<file path="src/rtl/spi_rx_mux.sv">
// Merges CHANNELS receive word streams, each buffered in its own FIFO, onto one
// tagged output word stream with a strobe/accept handshake and round-robin arbitration.
module spi_rx_mux #(
    parameter int CHANNELS = 4,
    parameter int WIDTH    = 16,
    parameter int DEPTH    = 8,
    parameter int TAG_W    = 2
) (
    input  logic                      mclk,
    input  logic                      reset,
    input  logic [CHANNELS*WIDTH-1:0] ch_data,
    input  logic [CHANNELS-1:0]       ch_strobe,
    output logic [TAG_W+WIDTH-1:0]    out_data,
    output logic                      out_strobe,
    input  logic                      out_accept,
    output logic [CHANNELS-1:0]       overflow,
    input  logic [CHANNELS-1:0]       ovf_clear,
    output logic [CHANNELS-1:0]       ch_empty
);

    localparam int PTR_W = (DEPTH > 1) ? $clog2(DEPTH) : 1;
    localparam int CNT_W = PTR_W + 1;
    localparam logic [CNT_W-1:0] FULL_CNT = CNT_W'(DEPTH);

    localparam logic [0:0] ST_EMPTY = 1'b0;
    localparam logic [0:0] ST_FULL  = 1'b1;

    logic [0:0]             state_r;
    logic [TAG_W+WIDTH-1:0] out_data_r;
    logic [TAG_W-1:0]       last_grant_r;
    logic [TAG_W-1:0]       grant_s;
    logic                   found_s;
    logic                   load_s;
    logic [CHANNELS-1:0]    nonempty_s;
    logic [WIDTH-1:0]       head_s [CHANNELS];

    // Per-channel circular FIFO with sticky overflow and registered empty flag
    for (genvar k = 0; k < CHANNELS; k++) begin : g_ch
        logic [WIDTH-1:0] mem_r [DEPTH];
        logic [PTR_W-1:0] rd_ptr_r;
        logic [PTR_W-1:0] wr_ptr_r;
        logic [CNT_W-1:0] count_r;
        logic [CNT_W-1:0] count_nxt_s;
        logic             full_s;
        logic             pop_s;
        logic             push_s;
        logic             drop_s;
        logic             empty_r;
        logic             ovf_r;

        // A pop in the same cycle frees the slot, so a full FIFO still accepts the push
        assign full_s        = (count_r == FULL_CNT);
        assign pop_s         = load_s && (grant_s == TAG_W'(k));
        assign push_s        = ch_strobe[k] && (!full_s || pop_s);
        assign drop_s        = ch_strobe[k] && full_s && !pop_s;
        assign nonempty_s[k] = (count_r != {CNT_W{1'b0}});
        assign head_s[k]     = mem_r[rd_ptr_r];
        assign ch_empty[k]   = empty_r;
        assign overflow[k]   = ovf_r;

        // Next occupancy from the push/pop pair
        always_comb begin
            count_nxt_s = count_r;
            case ({push_s, pop_s})
                2'b10:   count_nxt_s = count_r + CNT_W'(1);
                2'b01:   count_nxt_s = count_r - CNT_W'(1);
                default: count_nxt_s = count_r;
            endcase
        end

        // Word storage
        always_ff @(posedge mclk) begin
            if (push_s) begin
                mem_r[wr_ptr_r] <= ch_data[k*WIDTH +: WIDTH];
            end
        end

        // Pointers, count and status flags
        always_ff @(posedge mclk) begin
            if (reset) begin
                rd_ptr_r <= {PTR_W{1'b0}};
                wr_ptr_r <= {PTR_W{1'b0}};
                count_r  <= {CNT_W{1'b0}};
                empty_r  <= 1'b1;
                ovf_r    <= 1'b0;
            end else begin
                if (push_s) begin
                    wr_ptr_r <= wr_ptr_r + PTR_W'(1);
                end
                if (pop_s) begin
                    rd_ptr_r <= rd_ptr_r + PTR_W'(1);
                end
                count_r <= count_nxt_s;
                empty_r <= (count_nxt_s == {CNT_W{1'b0}});
                if (drop_s) begin
                    ovf_r <= 1'b1;
                end else if (ovf_clear[k]) begin
                    ovf_r <= 1'b0;
                end
            end
        end
    end

    // Round-robin: lowest busy channel above last_grant, else lowest busy channel overall
    always_comb begin
        logic             hi_found;
        logic             lo_found;
        logic [TAG_W-1:0] hi_idx;
        logic [TAG_W-1:0] lo_idx;
        hi_found = 1'b0;
        lo_found = 1'b0;
        hi_idx   = {TAG_W{1'b0}};
        lo_idx   = {TAG_W{1'b0}};
        for (int j = 0; j < CHANNELS; j++) begin
            if (nonempty_s[j] && !lo_found) begin
                lo_found = 1'b1;
                lo_idx   = TAG_W'(j);
            end else begin
                lo_found = lo_found;
            end
            if (nonempty_s[j] && !hi_found && (j > int'(last_grant_r))) begin
                hi_found = 1'b1;
                hi_idx   = TAG_W'(j);
            end else begin
                hi_found = hi_found;
            end
        end
        found_s = lo_found;
        grant_s = hi_found ? hi_idx : lo_idx;
    end

    assign load_s = found_s && ((state_r == ST_EMPTY) || out_accept);

    // Output word stage: reloads on the accepting cycle for full throughput
    always_ff @(posedge mclk) begin
        if (reset) begin
            state_r      <= ST_EMPTY;
            out_data_r   <= {(TAG_W+WIDTH){1'b0}};
            last_grant_r <= TAG_W'(CHANNELS-1);
        end else if (load_s) begin
            state_r      <= ST_FULL;
            out_data_r   <= {grant_s, head_s[grant_s]};
            last_grant_r <= grant_s;
        end else if ((state_r == ST_FULL) && out_accept) begin
            state_r      <= ST_EMPTY;
        end else begin
            state_r      <= state_r;
        end
    end

    assign out_data   = out_data_r;
    assign out_strobe = (state_r == ST_FULL);

endmodule

</file>
<file path="config.mk">
export PLATFORM = sky130hd
export DESIGN_NAME = spi_rx_mux
export DESIGN_NICKNAME = d
export VERILOG_FILES = /design/src/rtl/spi_rx_mux.sv
export SDC_FILE = /design/constraint.sdc
export NUM_CORES = 1
export LEC_CHECK = 0
export CAP_MARGIN = 0
export CORE_MARGIN = 1
export CORE_UTILIZATION = 55
export CTS_CLUSTER_DIAMETER = 50
export DETAILED_ROUTE_END_ITERATION = 6
export PLACE_DENSITY = 0.79
export SLEW_MARGIN = 10
export SYNTH_ARGS = -nofsm -noshare
export SYNTH_HDL_FRONTEND = slang
export SYNTH_SLANG_ARGS = --single-unit
export TNS_END_PERCENT = 1
</file>
<file path="constraint.sdc">
create_clock -name mclk -period 4.6 [get_ports mclk]
set_input_delay 0.69 -clock mclk [delete_from_list [all_inputs] [get_ports mclk]]
set_output_delay 0.69 -clock mclk [all_outputs]
set_load 0.05 [all_outputs]
</file>
---- Word-level counts from Yosys, hierarchy flattened ----
Memory sizes are Yosys's and may differ from the RTL's. A register that Yosys moved wholly into a read port is not among the register bits.
Cells that the tools add are included.
word-level totals
  bits in registers ....................... 69
  bits in writable memories ............... 512
  bits of input ports ..................... 75
  output and inout bits ................... 27
  logic and storage cells ................. 169
  memories ................................ 4
memories
  name           depth  width  read ports  clocked after memory_dff  wr ports  RTL line  text
  g_ch[0].mem_r  8      16     1           1                         1         39        logic [WIDTH-1:0] mem_r [DEPTH];
  g_ch[1].mem_r  8      16     1           1                         1         39
  g_ch[2].mem_r  8      16     1           1                         1         39
  g_ch[3].mem_r  8      16     1           1                         1         39
operators by class
  add/subtract/negate cells ............... 16
  order comparisons ....................... 4
  equal/unequal tests ..................... 15
  muxes and demuxes ....................... 47
  bitwise logic cells ..................... 2
  reduce and logical (&&, ||, !) cells .... 58
operator list
  operator             count
  $bmux 16 s2          1
  $mux 16              2
  $pmux 4 s2           4
  $mux 1               27
  $logic_and 1x1->1    26
  $add 3x1->3 const B  8
  $mux 3               8
  $add 4x1->4 const B  4
  $eq 4x4->1 const B   4
  $logic_not 4->1      4
  $reduce_bool 4->1    4
  $sub 4x1->4 const B  4
  $logic_not 1->1      13
  $eq 2x2->1 const B   6
  $eq 2x1->1 const B   5
  $mux 2               5
  $reduce_bool 2->1    5
  $logic_or 1x1->1     5
  $gt 2x2->1 const A   2
  $ge 3x3->1 const B   1
  $not 2->3            1
  $gt 1x2->1 const A   1
  $logic_not 2->1      1
  $not 1->1            1

---- Depth between registers and ports, before layout ----
Gate-level depths: netlist (run 1).
  depth in word-level cells ............... 19
  gate-level depth with buffers ........... 14
  gate-level depth less buffers ........... 11

---- Worst setup path after synthesis (run 1) ----
OpenSTA, ideal clock, no wires.
  kind .................................... register to register
  from .................................... register g_ch[1].count_r[1]
  to ...................................... memory g_ch[2].mem_r[0][0], enable pin
  library setup time ...................... 0.430 ns
  data arrival time ....................... 3.752 ns
  required time ........................... 4.170 ns
  slack ................................... 0.418 ns
  cell stages (with the launch flop) ...... 10
  buffers on the path ..................... 3
  period minus slack after synthesis ...... 4.182 ns
  path through ............................ dfxtp_1 buf_6 or4_4 o2bb2ai_2 or3_1 buf_6 buf_6 nor2_1 o21ai_2 nor4_1
on the way
  word-level cells in the longest chain between the ends .. 18
  elaborated cells between the ends (all ways) .. 33
  classes of those cells .................. eq/ne (1); mux (15); reduce/logical (17)
RTL lines
  element                                  RTL line  text
  start: declaration                       42        logic [CNT_W-1:0] count_r;
  start signal: assignment                 83        count_r <= {CNT_W{1'b0}};
  start signal: assignment                 93        count_r <= count_nxt_s;
  $reduce_bool 4->1 *                      56        assign nonempty_s[k] = (count_r != {CNT_W{1'b0}});
  $logic_and 1x1->1                        121       if (nonempty_s[j] && !hi_found && (j > int'(last_grant_r))) begin
  $mux 1                                   121
  $logic_not 1->1                          121
  $logic_and 1x1->1 (2 in a row)           121
  $mux 1                                   121
  $logic_not 1->1                          121
  $logic_and 1x1->1 (2 in a row)           121
  $mux 2 / $mux 1 (equally long branches)  121
  $mux 2                                   129       grant_s = hi_found ? hi_idx : lo_idx;
  $eq 2x2->1                               53        assign pop_s = load_s && (grant_s == TAG_W'(k));
  $logic_and 1x1->1 *                      53
  $logic_or 1x1->1 *                       54        assign push_s = ch_strobe[k] && (!full_s || pop_s);
  $logic_and 1x1->1 *                      54
  $mux 1 *                                 73        if (push_s) begin
  $mux 1 (implied by the code) *           74        mem_r[wr_ptr_r] <= ch_data[k*WIDTH +: WIDTH];
  end: declaration                         39
Mark *: on every way between the ends. The rest lies on a longest branch, timed or not.

---- Final worst setup path (run 1) ----
  from .................................... register g_ch[2].count_r[2]
  to ...................................... register g_ch[1].empty_r
on the way
  word-level cells in the longest chain between the ends .. 16
  elaborated cells between the ends (all ways) .. 27
  classes of those cells .................. eq/ne (3); mux (10); reduce/logical (14)
RTL lines
  element                                          RTL line  text
  start: declaration                               42
  start signal: assignment                         83
  start signal: assignment                         93
  $reduce_bool 4->1 *                              56
  $logic_and 1x1->1 (2 in a row)                   121
  $mux 1                                           121
  $logic_not 1->1                                  121
  $logic_and 1x1->1 (2 in a row)                   121
  $mux 2 / $mux 1 (equally long branches)          121
  $mux 2                                           129
  $eq 2x1->1                                       53
  $logic_and 1x1->1 *                              53
  $logic_or 1x1->1                                 54
  $logic_and 1x1->1                                54
  $eq 2x1->1 / $eq 2x2->1 (equally long branches)  64        case ({push_s, pop_s})
  $pmux 4 s2 *                                     64
  $logic_not 4->1 *                                94        empty_r <= (count_nxt_s == {CNT_W{1'b0}});
  end signal: assignment                           94
  end: declaration                                 48        logic empty_r;
Marked as above.
A chain may end at the register's enable or synchronous reset.

==> results of run 1 <==
layout make-up:
cell class	instances	area, um^2	share of cell area
inverters	8	30.0	0.00111
flip-flops and latches	593	17000	0.627
well taps	539	674	0.0249
clock inverters	28	223	0.00822
repair buffers	154	1430	0.0527
multi-input cells	591	6080	0.224
clock buffers	84	1660	0.0614
how the worst max path moves through the flow:
stage / slack [ns] / cells past startpoint / start / endpoint
final: 1.03 / 11 / g_ch[2].count_r[2]$_SDFF_PP0_ / g_ch[1].empty_r$_SDFF_PP1_
after global routing: 0.82 / 11 / g_ch[2].count_r[1]$_SDFF_PP0_ / g_ch[1].empty_r$_SDFF_PP1_
after detailed placement: 1.05 / 11 / g_ch[2].count_r[2]$_SDFF_PP0_ / g_ch[1].empty_r$_SDFF_PP1_
after global placement: 1.16 / 11 / out_accept / g_ch[1].empty_r$_SDFF_PP1_
after floorplan: 0.42 / 9 / g_ch[1].count_r[1]$_SDFF_PP0_ / g_ch[2].mem_r[0][0]$_DFFE_PP_
after CTS: 1.04 / 11 / g_ch[2].count_r[2]$_SDFF_PP0_ / g_ch[1].empty_r$_SDFF_PP1_
power groups by stage:
stage / registers, uW / clock network (uW) / logic [uW]
after floorplan: 6770 / 0 / 3260
after global placement: 6730 / 0 / 4550
after detailed placement: 6770 / 0 / 4680
after CTS: 6660 / 4690 / 4740
after global routing: 6710 / 4910 / 5070
final: 6660 / 4620 / 4720
flip-flops by register name, summed over array words and instances, names as in the netlist, named ones only:
signal / flops
out_strobe: 1
g_ch.count_r: 16
g_ch.rd_ptr_r: 12
g_ch.mem_r: 512
last_grant_r: 2
g_ch.ovf_r: 4
g_ch.empty_r: 4
out_data: 18
g_ch.wr_ptr_r: 12
layer usage:
metal	GRT usage	share of wire	up-vias
met1	0.308	0.39	6260
li1	-	-	5389
met2	0.409	0.52	475
met3	0.0423	0.069	103
met5	0	0.00054	-
met4	0.0805	0.030	4
cell usage after synthesis (3+ instances only):
| library cell | n | area share |
|---|---|---|
| sky130_fd_sc_hd__a211oi_1 | 67 | 0.022 |
| sky130_fd_sc_hd__a21oi_1 | 45 | 0.0096 |
| sky130_fd_sc_hd__and3_1 | 4 | 0.0011 |
| sky130_fd_sc_hd__buf_1 | 11 | 0.0018 |
| sky130_fd_sc_hd__buf_2 | 7 | 0.0015 |
| sky130_fd_sc_hd__buf_4 | 9 | 0.0029 |
| sky130_fd_sc_hd__buf_6 | 3 | 0.0014 |
| sky130_fd_sc_hd__clkbuf_1 | 50 | 0.0080 |
| sky130_fd_sc_hd__dfxtp_1 | 81 | 0.069 |
| sky130_fd_sc_hd__edfxtp_1 | 512 | 0.66 |
| sky130_fd_sc_hd__ha_1 | 12 | 0.0064 |
| sky130_fd_sc_hd__inv_1 | 8 | 0.0013 |
| sky130_fd_sc_hd__mux2i_1 | 42 | 0.018 |
| sky130_fd_sc_hd__mux4_2 | 128 | 0.12 |
| sky130_fd_sc_hd__nand2_1 | 22 | 0.0035 |
| sky130_fd_sc_hd__nand2b_1 | 15 | 0.0040 |
| sky130_fd_sc_hd__nand4_1 | 3 | 0.00080 |
| sky130_fd_sc_hd__nor2_1 | 90 | 0.014 |
| sky130_fd_sc_hd__nor2b_1 | 37 | 0.0099 |
| sky130_fd_sc_hd__nor3_1 | 21 | 0.0045 |
| sky130_fd_sc_hd__nor3_4 | 3 | 0.0021 |
| sky130_fd_sc_hd__nor4_1 | 3 | 0.00080 |
| sky130_fd_sc_hd__o211ai_1 | 10 | 0.0032 |
| sky130_fd_sc_hd__o21ai_0 | 8 | 0.0017 |
| sky130_fd_sc_hd__o21ai_1 | 4 | 0.00086 |
| sky130_fd_sc_hd__or3_1 | 3 | 0.00080 |
| sky130_fd_sc_hd__xnor2_1 | 11 | 0.0041 |
| sky130_fd_sc_hd__xor2_1 | 15 | 0.0056 |
worst max-delay path: cells and delay by family (launching register included):
family	cells	cell delay, ns
simple gates	5	1.66
fa+ha+maj	1	0.23
compound gates	4	1.08
xor+xnor	1	0.16
flops	1	0.34
cell families after synthesis:
| kind of cell | count (synthesis) | share of synthesized area |
|---|---|---|
| AND/OR/NAND/NOR | 218 | 0.0485 |
| flip-flops | 593 | 0.727 |
| XOR/XNOR | 26 | 0.00974 |
| AO/OA/AOI/OAI | 163 | 0.0491 |
| adder cells (fa/ha/maj) | 12 | 0.00642 |
| buffers and inverters | 88 | 0.0169 |
| multiplexers | 172 | 0.142 |
metrics by stage:
step / total power [uW] / cell area [um^2] / utilization / cells / hold slack [ns]
2_1_floorplan: 10000 / 23400 / - / 1272 / 0.450
3_3_place_gp: 11300 / 25200 / 0.601 / 1885 / 0.465
3_5_place_dp: 11400 / 25200 / 0.601 / 1885 / 0.469
4_1_cts: 16100 / 27100 / 0.646 / 1997 / 0.479
5_1_grt: 16700 / 27100 / 0.646 / 1997 / 0.512
6_report: 16000 / 27100 / 0.646 / 1997 / 0.470
==> metrics list, run 1 <==
- Result of the run: finished, final reports clean
* Post-detailed-route via-to-cell ratio: roughly 6.1
- Clock sinks: around 590
- Minimum setup slack among reg-to-reg paths: roughly 1 ns
* Post-synth net total: around 1,400
- Fillers: approximately 2,700
* Max_cap viols: 0
* Switching power: 5260 uW
- DRC: 0
* Most frequent standard cell in the layout excluding fill and tap cells: sky130_fd_sc_hd__edfxtp_1
- Switching part of the total power: 0.329
- Nets: approximately 1,500
- The number of antenna diodes in the final layout is 0.
- The first global-routing pass estimated between 70 and 80 mm of wire.
* Internal power contribution: roughly 11,000 uW
- Pin count of the biggest net entering global routing: 44
- For this design, the CTS-stage hold fixing added 0 buffers.
- Proportion of layout cells with a drive suffix above 1: 0.209
* Mean post-synth cell area: roughly 18 um^2
- CP Capture Type: flop
- Total Die Area: around 0.043 mm^2
* End point of the worst hold path: g_ch[1].ovf_r$_SDFFE_PP0P_
- Buffers on Ports: 101
- After routing, the total negative slack on setup checks comes to 0 ns.
- Setup slack on the critical path of the routed design comes to between 1 and 1.5 ns.
* Register bit total from synthesis: 593
- Critical Path RT: 5.11 ns
- In the synthesized netlist the dominant register cell turns out to be sky130_fd_sc_hd__edfxtp_1.
- Counting instances, the worst hold path has a depth of 2.
* Wire length per cell after detailed routing: 24.9 um
- Post-CTS setup buffers: 0
- The critical path goes through or4_1, nor3b_1, a21o_1, or3_1, nor2_1, xor2_1, ha_1, nor3_1, o2bb2a_1, o22a_1, a31o_1.
* Startpoint of the lowest-slack register-to-register path: g_ch[2].count_r[2]$_SDFF_PP0_
- Clock transition at the registers of the reported paths: 0.06 ns
* Core area: 0.0419 mm^2
* Hold violation total from the final report: 0
* Vias in the first global route: 12,787
* Clock root buffer master: sky130_fd_sc_hd__clkbuf_16
* Drt pass-1 iters: 5
- Share of flip-flops with an asynchronous set or reset after synthesis: 0
* Antenna violations before repair: 2
- IR analysis of the VDD net gives a maximum drop of around 0.00045 V.
* Area added between synthesis and finish: 15.9%
- Maximum operating frequency: approximately 0.28 GHz
- Setup Skew: roughly 0.020 ns
* Static leakage power: around 0.0086 uW
- Worst Tran Pin Value: 1.17 ns
- Number of instances in the synthesized netlist: around 1,300
- Number of cells upsized or downsized after cts: 0
* Maximum fanout along the worst path: 9
* DP HPWL: roughly 32 mm
- H-tree lvl count: 2
- Crit-path slowest cell: sky130_fd_sc_hd__or4_1
- Headroom to the max-slew limit came out at 0.221.
- The first routing iteration left 982 violations.
* Fraction of power consumed by combinational cells: 0.295
* Total overflow reported by the global router: 0
- Num CTS Buffers: 60
- The worst register-to-register path ends at g_ch[1].empty_r$_SDFF_PP1_.
- Die W: about 210 um
- Routability Congestion: around 0.85
- Counting along the longest clock path gives a buffer depth of 3.
- Total track usage: 0.238
* Final setup viols: 0
* Final critical-path required period: 3.57 ns
- Starting density of the core: 0.557
- The floorplan has 75 rows.
- Yosys mapped a number of flops with a built-in enable equal to around 510.
- Share of the clock period used by the worst path after layout: 0.777
* Post-place setup slack: around 1.1 ns
* Clock tree from TritonCTS: done
- Clock share of power: 0.289
* Post-route antenna net violation count: 0
- Commonest cells after routing, fill and taps aside: sky130_fd_sc_hd__edfxtp_1, sky130_fd_sc_hd__mux4_2, sky130_fd_sc_hd__clkdlybuf4s50_1, sky130_fd_sc_hd__nor2_1, sky130_fd_sc_hd__dfxtp_1
* Reg2Reg Depth: 11
- Wire length reported by the detailed router: 49.8 mm
- Power per cell area: slightly below 600 mW/mm^2
* Worst setup path category: reg2reg
- Worst hold path type: reg2reg
- For this run, the register share of the synthesized area comes to 0.727.
* Warnings, synthesis: 0
- In this design, the stage delay of the slowest critical-path cell is ~0.60 ns.
* Vertical extent of the die: ~210 um
* Critical Path Start Type: flop
- Clock Latency Late Sink: between 0.6 and 0.7 ns
* Max-slew violation count: 0
- ~100 I/O pins were placed.
* Worst Min Path Start: g_ch[1].ovf_r$_SDFFE_PP0P_
* Total number of vias: 12,231
* Syn Std Cell Area: between 0.02 and 0.025 mm^2
- Worst path arrival time: between 4 and 5 ns
- RSZ-0062 raised after global routing: no
- The number of different library cells used by synthesis comes to 65.
* Fraction of power consumed by sequential logic: 0.416
No activity file was read; power rests on OpenSTA's default activity.
==> run 2, diff against run 1 <==
Settings changed: CORE_UTILIZATION 55 to 54, PLACE_DENSITY 0.79 to 0.81.
Clock period 4.6 ns to 3.1 ns, I/O delays scaled along.
==> metrics list, run 2 (synthesis results as in run 1) <==
* Pin count of the biggest net entering global routing: 43 (-2.3%)
- The register-to-register setup slack was 0.02 ns (-1.00 ns).
* Setup slack after layout: 0.0244 ns (-1.00 ns)
- The number of filler cells placed in the layout is 2,690 (-1.9%).
- The static leakage is 0.00902 uW (+4.4%).
- Hold violation total from the final report: 0 (unchanged)
* Switching power: 8220 uW (+56%)
- The worst max-slew margin expressed relative to the limit is 0.561 (+0.341).
- Hold-fix buffers, CTS: 0 (unchanged)
- The total routing usage reported by global routing is 0.237 (-0.00147).
- Clock Latency Late Sink: 0.60 ns (-0.02 ns)
- Starting density of the core: 0.552 (-0.00494)
- The die extent in x was 210 um (+0.91%).
- Most frequent standard cell in the layout excluding fill and tap cells: sky130_fd_sc_hd__edfxtp_1
- The cell internal power dissipation came to 16,700 uW (+55%).
- The reported max-cap violation count came to 0 (unchanged).
- Peak per-stage delay on the critical path: 0.56 ns (-0.04 ns)
- Among the stages of the critical path, the cell type that occurs most often is sky130_fd_sc_hd__a211oi_1.
- DRC: 0 (unchanged)
- Final critical-path required period: 3.08 ns (-0.499 ns)
- The iteration-0 DRC count of the detailed router is 1,283 (+31%).
* Worst Tran Pin Value: 0.649 ns (-0.518 ns)
- The worst hold path begins at reset.
* Fraction of power consumed by combinational cells: 0.335 (+0.040)
- The total number of H-tree levels was 2 (unchanged).
* Commonest cells after routing, fill and taps aside: sky130_fd_sc_hd__edfxtp_1, sky130_fd_sc_hd__mux4_2, sky130_fd_sc_hd__clkdlybuf4s50_1, sky130_fd_sc_hd__buf_4, sky130_fd_sc_hd__nor2_1
* CP top delay family: compound AO/OA/AOI/OAI gates
* Max FFs per register: 512 (unchanged)
- RSZ-0062 raised after global routing: yes
- The maximum buffer depth of the clock tree came to 3 (unchanged).
- Counting flops per register, the top entry is g_ch.mem_r.
- The sequential share of power is 0.392 (-0.024).
- End point of the worst hold path: g_ch[3].ovf_r$_SDFFE_PP0P_
- Critical Path RT: 3.59 ns (-1.52 ns)
- The post-layout net count is 1,559 (+4.3%).
- The post-CTS clock slew at the launch and capture registers of the worst setup and hold paths was 0.06 ns (about the same).
* Share of the clock period used by the worst path after layout: 0.992 (+0.215)
- Drt pass-1 iters: 7 (+2)
* Worst hold path type: in2reg
- Reg2Reg Depth: 10 (-1)
- The worst setup path is of the reg2reg kind.
* Max rail drop VDD: 0.000724 V (+60%)
- Vias in the first global route: 13,070 (+2.2%)
* Proportion of layout cells with a drive suffix above 1: 0.245 (+0.0362)
* Total number of vias: 12,614 (+3.1%)
* Crit-path slowest cell: sky130_fd_sc_hd__or4_4
- Total Die Area: 0.0441 mm^2 (+1.8%)
- The instance count along the most critical hold path came to 2 (unchanged).
* Number of placed I/O pins: 102 (unchanged)
* Max-slew violation count: 0 (unchanged)
- STA classifies the critical path startpoint as a flop.
- The wire length reported by the detailed router is 51.0 mm (+2.4%).
- Clock root buffer master: sky130_fd_sc_hd__clkbuf_16
- DP HPWL: 32.3 mm (+1.5%)
* Maximum operating frequency: 0.325 GHz (+16%)
- Vertical extent of the die: 210 um (+0.91%)
- The flow ran to the end, and the final reports show no timing, DRC or antenna violations.
* Antenna violations before repair: 1 (-1)
* Post-detailed-route via-to-cell ratio: 6.01 (-1.8%)
* Core area: 0.0423 mm^2 (+0.89%)
* Critical path buffers and inverters: 3 (+3)
- Worst path arrival time: 3.56 ns (-0.52 ns)
- Power per cell area: 893 mW/mm^2 (+51%)
* Buffers on Ports: 101 (unchanged)
* Clock tree from TritonCTS: done
* Maximum fanout along the worst path: 33 (+24)
- Endpoint of the worst-slack reg-to-reg timing path: out_data[5]$_SDFFE_PP0P_
* Area added between synthesis and finish: 19.3%
- The number of buffers created by CTS came to 58 (-3.3%).
* Wire length per cell after detailed routing: 24.3 um (-2.5%)
- The post-detailed-route count of antenna-violating nets was 0 (unchanged).
- The total of endpoints with negative setup slack in the final report is 0 (unchanged).
- The TritonCTS sink count was 593 (unchanged).
- The sum of overflow across all layers after global routing is 0 (unchanged).
- The minimum setup slack after placement came to -0.134 ns (-1.19 ns).
* Sequence of cells on the critical path: or4_4, o2bb2ai_2, nor3_2, buf_4, buf_6, a211oi_1, buf_4, a211oi_1, a21oi_1, a211oi_1
- Clock share of power: 0.274 (-0.015)
- The first-pass GRT wire length was 77.5 mm (+0.94%).
- The switching share of power was 0.330 (+0.00138).
- Standard-cell rows: 75 (unchanged)
- CP Capture Type: flop
* Routability Congestion: 0.871 (+2.8%)
* Startpoint of the lowest-slack register-to-register path: g_ch[1].count_r[2]$_SDFF_PP0_
- The clock tree skew after final layout is 0.0192 ns (-0.00116 ns).
- Hold Slack: 0.362 ns (-0.108 ns)
## run 2: changes by cell type in the layout (fill, tap and decap cells not counted), moves of 3 or more
cell,before,now
sky130_fd_sc_hd__buf_12,2,21
sky130_fd_sc_hd__buf_4,51,96
sky130_fd_sc_hd__bufinv_16,2,5
sky130_fd_sc_hd__clkbuf_1,19,15
sky130_fd_sc_hd__clkbuf_16,62,59
sky130_fd_sc_hd__clkbuf_8,3,0
sky130_fd_sc_hd__clkinv_1,9,15
## run 2: worst max-delay path by stage
| stage | depth (start not counted) | from | endpoint | slack, ns |
|---|---|---|---|---|
| after floorplan | 9 | g_ch[1].count_r[1]$_SDFF_PP0_ | g_ch[0].mem_r[2][0]$_DFFE_PP_ | -0.33 |
| after global placement | 12 | g_ch[2].count_r[2]$_SDFF_PP0_ | g_ch[3].empty_r$_SDFF_PP1_ | -0.02 |
| after detailed placement | 12 | g_ch[2].count_r[2]$_SDFF_PP0_ | g_ch[3].empty_r$_SDFF_PP1_ | -0.13 |
| after CTS | 12 | g_ch[2].count_r[2]$_SDFF_PP0_ | g_ch[1].empty_r$_SDFF_PP1_ | 0.03 |
| after global routing | 12 | g_ch[2].count_r[2]$_SDFF_PP0_ | g_ch[0].empty_r$_SDFF_PP1_ | -0.08 |
| final | 10 | g_ch[1].count_r[2]$_SDFF_PP0_ | out_data[5]$_SDFFE_PP0P_ | 0.02 |
## run 2: per-layer routing
layer | part of all wire | wire (um) | track usage
met2 | 0.51 | 25800 | 0.399
met5 | 0.00025 | 13 | 0
met3 | 0.078 | 3970 | 0.0469
met4 | 0.030 | 1530 | 0.0763
met1 | 0.38 | 19600 | 0.311
## run 2: power groups by stage
stage	registers, uW	logic [uW]	clock network [uW]
floorplan	10100	4890	0
global placement	9860	7810	0
detailed placement	9900	7980	0
CTS	9740	8220	6890
global route	9790	8840	7200
finish	9750	8330	6810
## run 2: worst register-to-register path, stage by stage, from the launching register on
cell	delay, ns
sky130_fd_sc_hd__dfxtp_1	0.31
sky130_fd_sc_hd__or4_4	0.56
sky130_fd_sc_hd__o2bb2ai_2	0.15
sky130_fd_sc_hd__nor3_2	0.22
sky130_fd_sc_hd__buf_4	0.20
sky130_fd_sc_hd__buf_6	0.32
sky130_fd_sc_hd__a211oi_1	0.11
sky130_fd_sc_hd__buf_4	0.18
sky130_fd_sc_hd__a211oi_1	0.48
sky130_fd_sc_hd__a21oi_1	0.11
sky130_fd_sc_hd__a211oi_1	0.34
## run 2: cell type report
cell class	count	area (um^2)	area share
diodes	1	2.50	0.0000897
clock buffers	74	1530	0.0550
clock inverters	34	300	0.0108
inverters	8	30.0	0.00108
multi-input cells	591	6130	0.220
flip-flops and latches	593	17000	0.610
well taps	577	722	0.0259
repair buffers	220	2170	0.0778
## run 2: through the flow
stage / setup TNS, ns / power, uW / cells / util / cell area [um^2]
finish: 0 / 24900 / 2098 / 0.659 / 27900
floorplan: -71.62 / 14900 / 1272 / - / 23500
detailed placement: -0.170 / 17900 / 1987 / 0.614 / 26000
global placement: -0.0174 / 17700 / 1987 / 0.614 / 26000
CTS: 0 / 24900 / 2097 / 0.658 / 27900
global route: -0.289 / 25800 / 2097 / 0.659 / 27900
## run 2: repair_timing
item                       in CTS  in global routing
gates cloned                    0                  0
setup endpoints to repair      62                 75
pin swaps                       1                  2
setup buffers                   2                  0
resized for setup               4                  6
==> run 3, diff against run 2 <==
Settings changed: CORE_MARGIN 1 to 2, CORE_UTILIZATION 54 to 39, PLACE_DENSITY 0.81 to 0.63.
==> metrics list, run 3 (synthesis results as in run 1) <==
- Final critical-path required period: 3.01 ns (-0.0606 ns)
* Max-slew violation count: 0 (unchanged)
- Non-filler instance count after layout: 2,324 (+11%)
- The wire length reported by the detailed router is 51.9 mm (+1.9%).
- The upper clock frequency limit came to 0.332 GHz (+2.0%).
- Buffers on Ports: 101 (unchanged)
* Max rail drop VDD: 0.000726 V (+0.38%)
- The run finished with clean final reports.
* Wire length per cell after detailed routing: 22.4 um (-8.0%)
* Cell count after placement: 2,198 (+11%)
- The static leakage is 0.00936 uW (+3.8%).
- STA classifies the critical path startpoint as a flop.
- Vertical extent of the die: 249 um (+18%)
- DRC violation total after the first TritonRoute iteration: 924 (-28%)
* Max_cap viols: 0 (unchanged)
- Commonest cells after routing, fill and taps aside: sky130_fd_sc_hd__edfxtp_1, sky130_fd_sc_hd__mux4_2, sky130_fd_sc_hd__buf_4, sky130_fd_sc_hd__clkdlybuf4s50_1, sky130_fd_sc_hd__nor2_1
* Post-detailed-route via-to-cell ratio: 5.32 (-11%)
- The die extent in x was 249 um (+18%).
- Maximum clock path buffer count: 3 (unchanged)
* Nets: 1,586 (+1.7%)
* Starting density of the core: 0.395 (-0.157)
- The number of hold violations in the final report was 0 (unchanged).
- Compared with the post-synthesis result, the final layout area differs by 23.6%.
* DRC: 0 (unchanged)
- The total number of vias was 12,373 (-1.9%).
- Proportion of layout cells with a drive suffix above 1: 0.273 (+0.0275)
* Maximum fanout along the worst path: 4 (-88%)
- The largest net degree at the start of global routing came to 36 (-16%).
- Setup repair after global routing could not meet its margin everywhere.
- Max-slew headroom at the worst pin: 0.545 (-0.0161)
- The total of endpoints with negative setup slack in the final report came to 0 (unchanged).
- Total track usage: 0.170 (-0.0663)
- Worst setup path category: reg2reg
- Sequence of cells on the critical path: or4_4, buf_6, a211oi_4, nor3_2, or3_4, nor2_4, xor2_1, ha_2, nor3_1, o2bb2a_4, o22a_1, a31o_1
* Core area: 0.0591 mm^2 (+40%)
* Routability Congestion: 0.802 (-8.0%)
- The power density over the cells was 922 mW/mm^2 (+3.3%).
- The HPWL reported at the end of detailed placement came to 33.6 mm (+4.1%).
- The number of antenna violations at the first check in global routing came to 2 (+1).
- Max FFs per register: 512 (unchanged)
- Crit-path slowest cell: sky130_fd_sc_hd__or4_4
- Most frequent standard cell in the layout excluding fill and tap cells: sky130_fd_sc_hd__edfxtp_1
- Setup Skew: 0.0377 ns (+0.0184 ns)
- The clock latency reported for the late side of the worst-skew pair is 0.61 ns (about the same).
- The kind of cell with the highest combined delay along the critical path is simple AND/OR/NAND/NOR gates.
- The worst path buffer plus inverter count is 1 (-2).
- Critical Path RT: 3.56 ns (-0.03 ns)
* Post-route antenna net violation count: 0 (unchanged)
* Worst hold path type: in2reg
- Share of the clock period used by the worst path after layout: 0.973 (-0.0195)
- The data arrival time of the critical path came to 3.48 ns (-0.08 ns).
* Clock transition at the registers of the reported paths: 0.06 ns (about the same)
- Global-route wire length before repair: 79.6 mm (+2.7%)
- The number of filler cells placed in the layout came to 4,830 (+80%).
- Worst Tran Pin Value: 0.673 ns (+0.0241 ns)
- The maximum single-stage delay on the critical path is 0.56 ns (about the same).
- The TritonCTS sink count is 593 (unchanged).
- The tree is rooted in a sky130_fd_sc_hd__clkbuf_16.
- The number of buffers created by CTS is 68 (+17%).
- Standard-cell rows: 89 (+19%)
* Total overflow reported by the global router: 0 (unchanged)
* Hold Slack: 0.339 ns (-0.0232 ns)
- Vias in the first global route: 13,040 (-0.23%)
- CP Capture Type: flop
- The total number of H-tree levels was 3 (+1).
- The count of pins on the block boundary came to 102 (unchanged).
- The number of search-and-repair iterations in the first detailed-routing pass is 5 (-2).
- TritonCTS built the clock tree.
- More flip-flops sit in one register than any other, and that register is g_ch.mem_r.
- Total Die Area: 0.0619 mm^2 (+40%)
==> run 3: per-stage QoR <==
| stage | util | setup TNS [ns] | power, uW | area, um^2 | setup slack, ns |
|---|---|---|---|---|---|
| 4_1_cts | 0.487 | 0 | 26600 | 28800 | 0.0235 |
| 6_report | 0.489 | 0 | 26600 | 28900 | 0.0850 |
| 3_3_place_gp | 0.448 | -0.187 | 18300 | 26500 | -0.0181 |
| 5_1_grt | 0.489 | -0.0605 | 27900 | 28900 | -0.0430 |
| 2_1_floorplan | - | -71.62 | 14900 | 23500 | -0.334 |
| 3_5_place_dp | 0.448 | -2.46 | 18400 | 26500 | -0.120 |
==> run 3: final cells by class <==
| type | instances | area (um^2) | area share |
|---|---|---|---|
| well taps | 773 | 967 | 0.0335 |
| multi-input cells | 591 | 6200 | 0.215 |
| clock buffers | 85 | 1840 | 0.0636 |
| flip-flops and latches | 593 | 17000 | 0.588 |
| clock inverters | 36 | 432 | 0.0149 |
| repair buffers | 237 | 2420 | 0.0838 |
| inverters | 8 | 30.0 | 0.00104 |
| diodes | 1 | 2.50 | 0.0000866 |
==> run 3: final timing paths <==
check	startpoint	slack (ns)	to	depth (start not counted)
worst max register to register	g_ch[2].count_r[1]$_SDFF_PP0_	0.09	g_ch[1].empty_r$_SDFF_PP1_	12
worst min register to register	g_ch[3].rd_ptr_r[1]$_SDFFE_PP0N_	0.48	flop	2
worst max-delay path	g_ch[2].count_r[1]$_SDFF_PP0_	0.09	g_ch[1].empty_r$_SDFF_PP1_	12
worst min-delay path	reset	0.34	g_ch[0].wr_ptr_r[2]$_SDFFE_PP0P_	2
==> run 3: layer usage <==
| metal | up-vias | global-route usage | wire length, um |
|---|---|---|---|
| li1 | 5576 | - | - |
| met1 | 6416 | 0.225 | 22100 |
| met2 | 310 | 0.284 | 25800 |
| met3 | 69 | 0.0346 | 2980 |
| met4 | 2 | 0.0519 | 1050 |
| met5 | - | 0 | 12 |
==> run 3: power by group <==
part	leakage [uW]	switching (uW)	internal, uW
Sequential	0.00532	363	9330
Combinational	0.00293	5060	3870
Clock	0.00111	3170	4850
Total	0.00936	8590	18000
==> run 3: timing repair <==
item	4_1_cts	5_1_grt
setup buffers	1	4
hold buffers	0	0
setup endpoints to repair	75	155
gates resized for setup	7	18
hold endpoints to repair	0	0
pin swaps	5	12
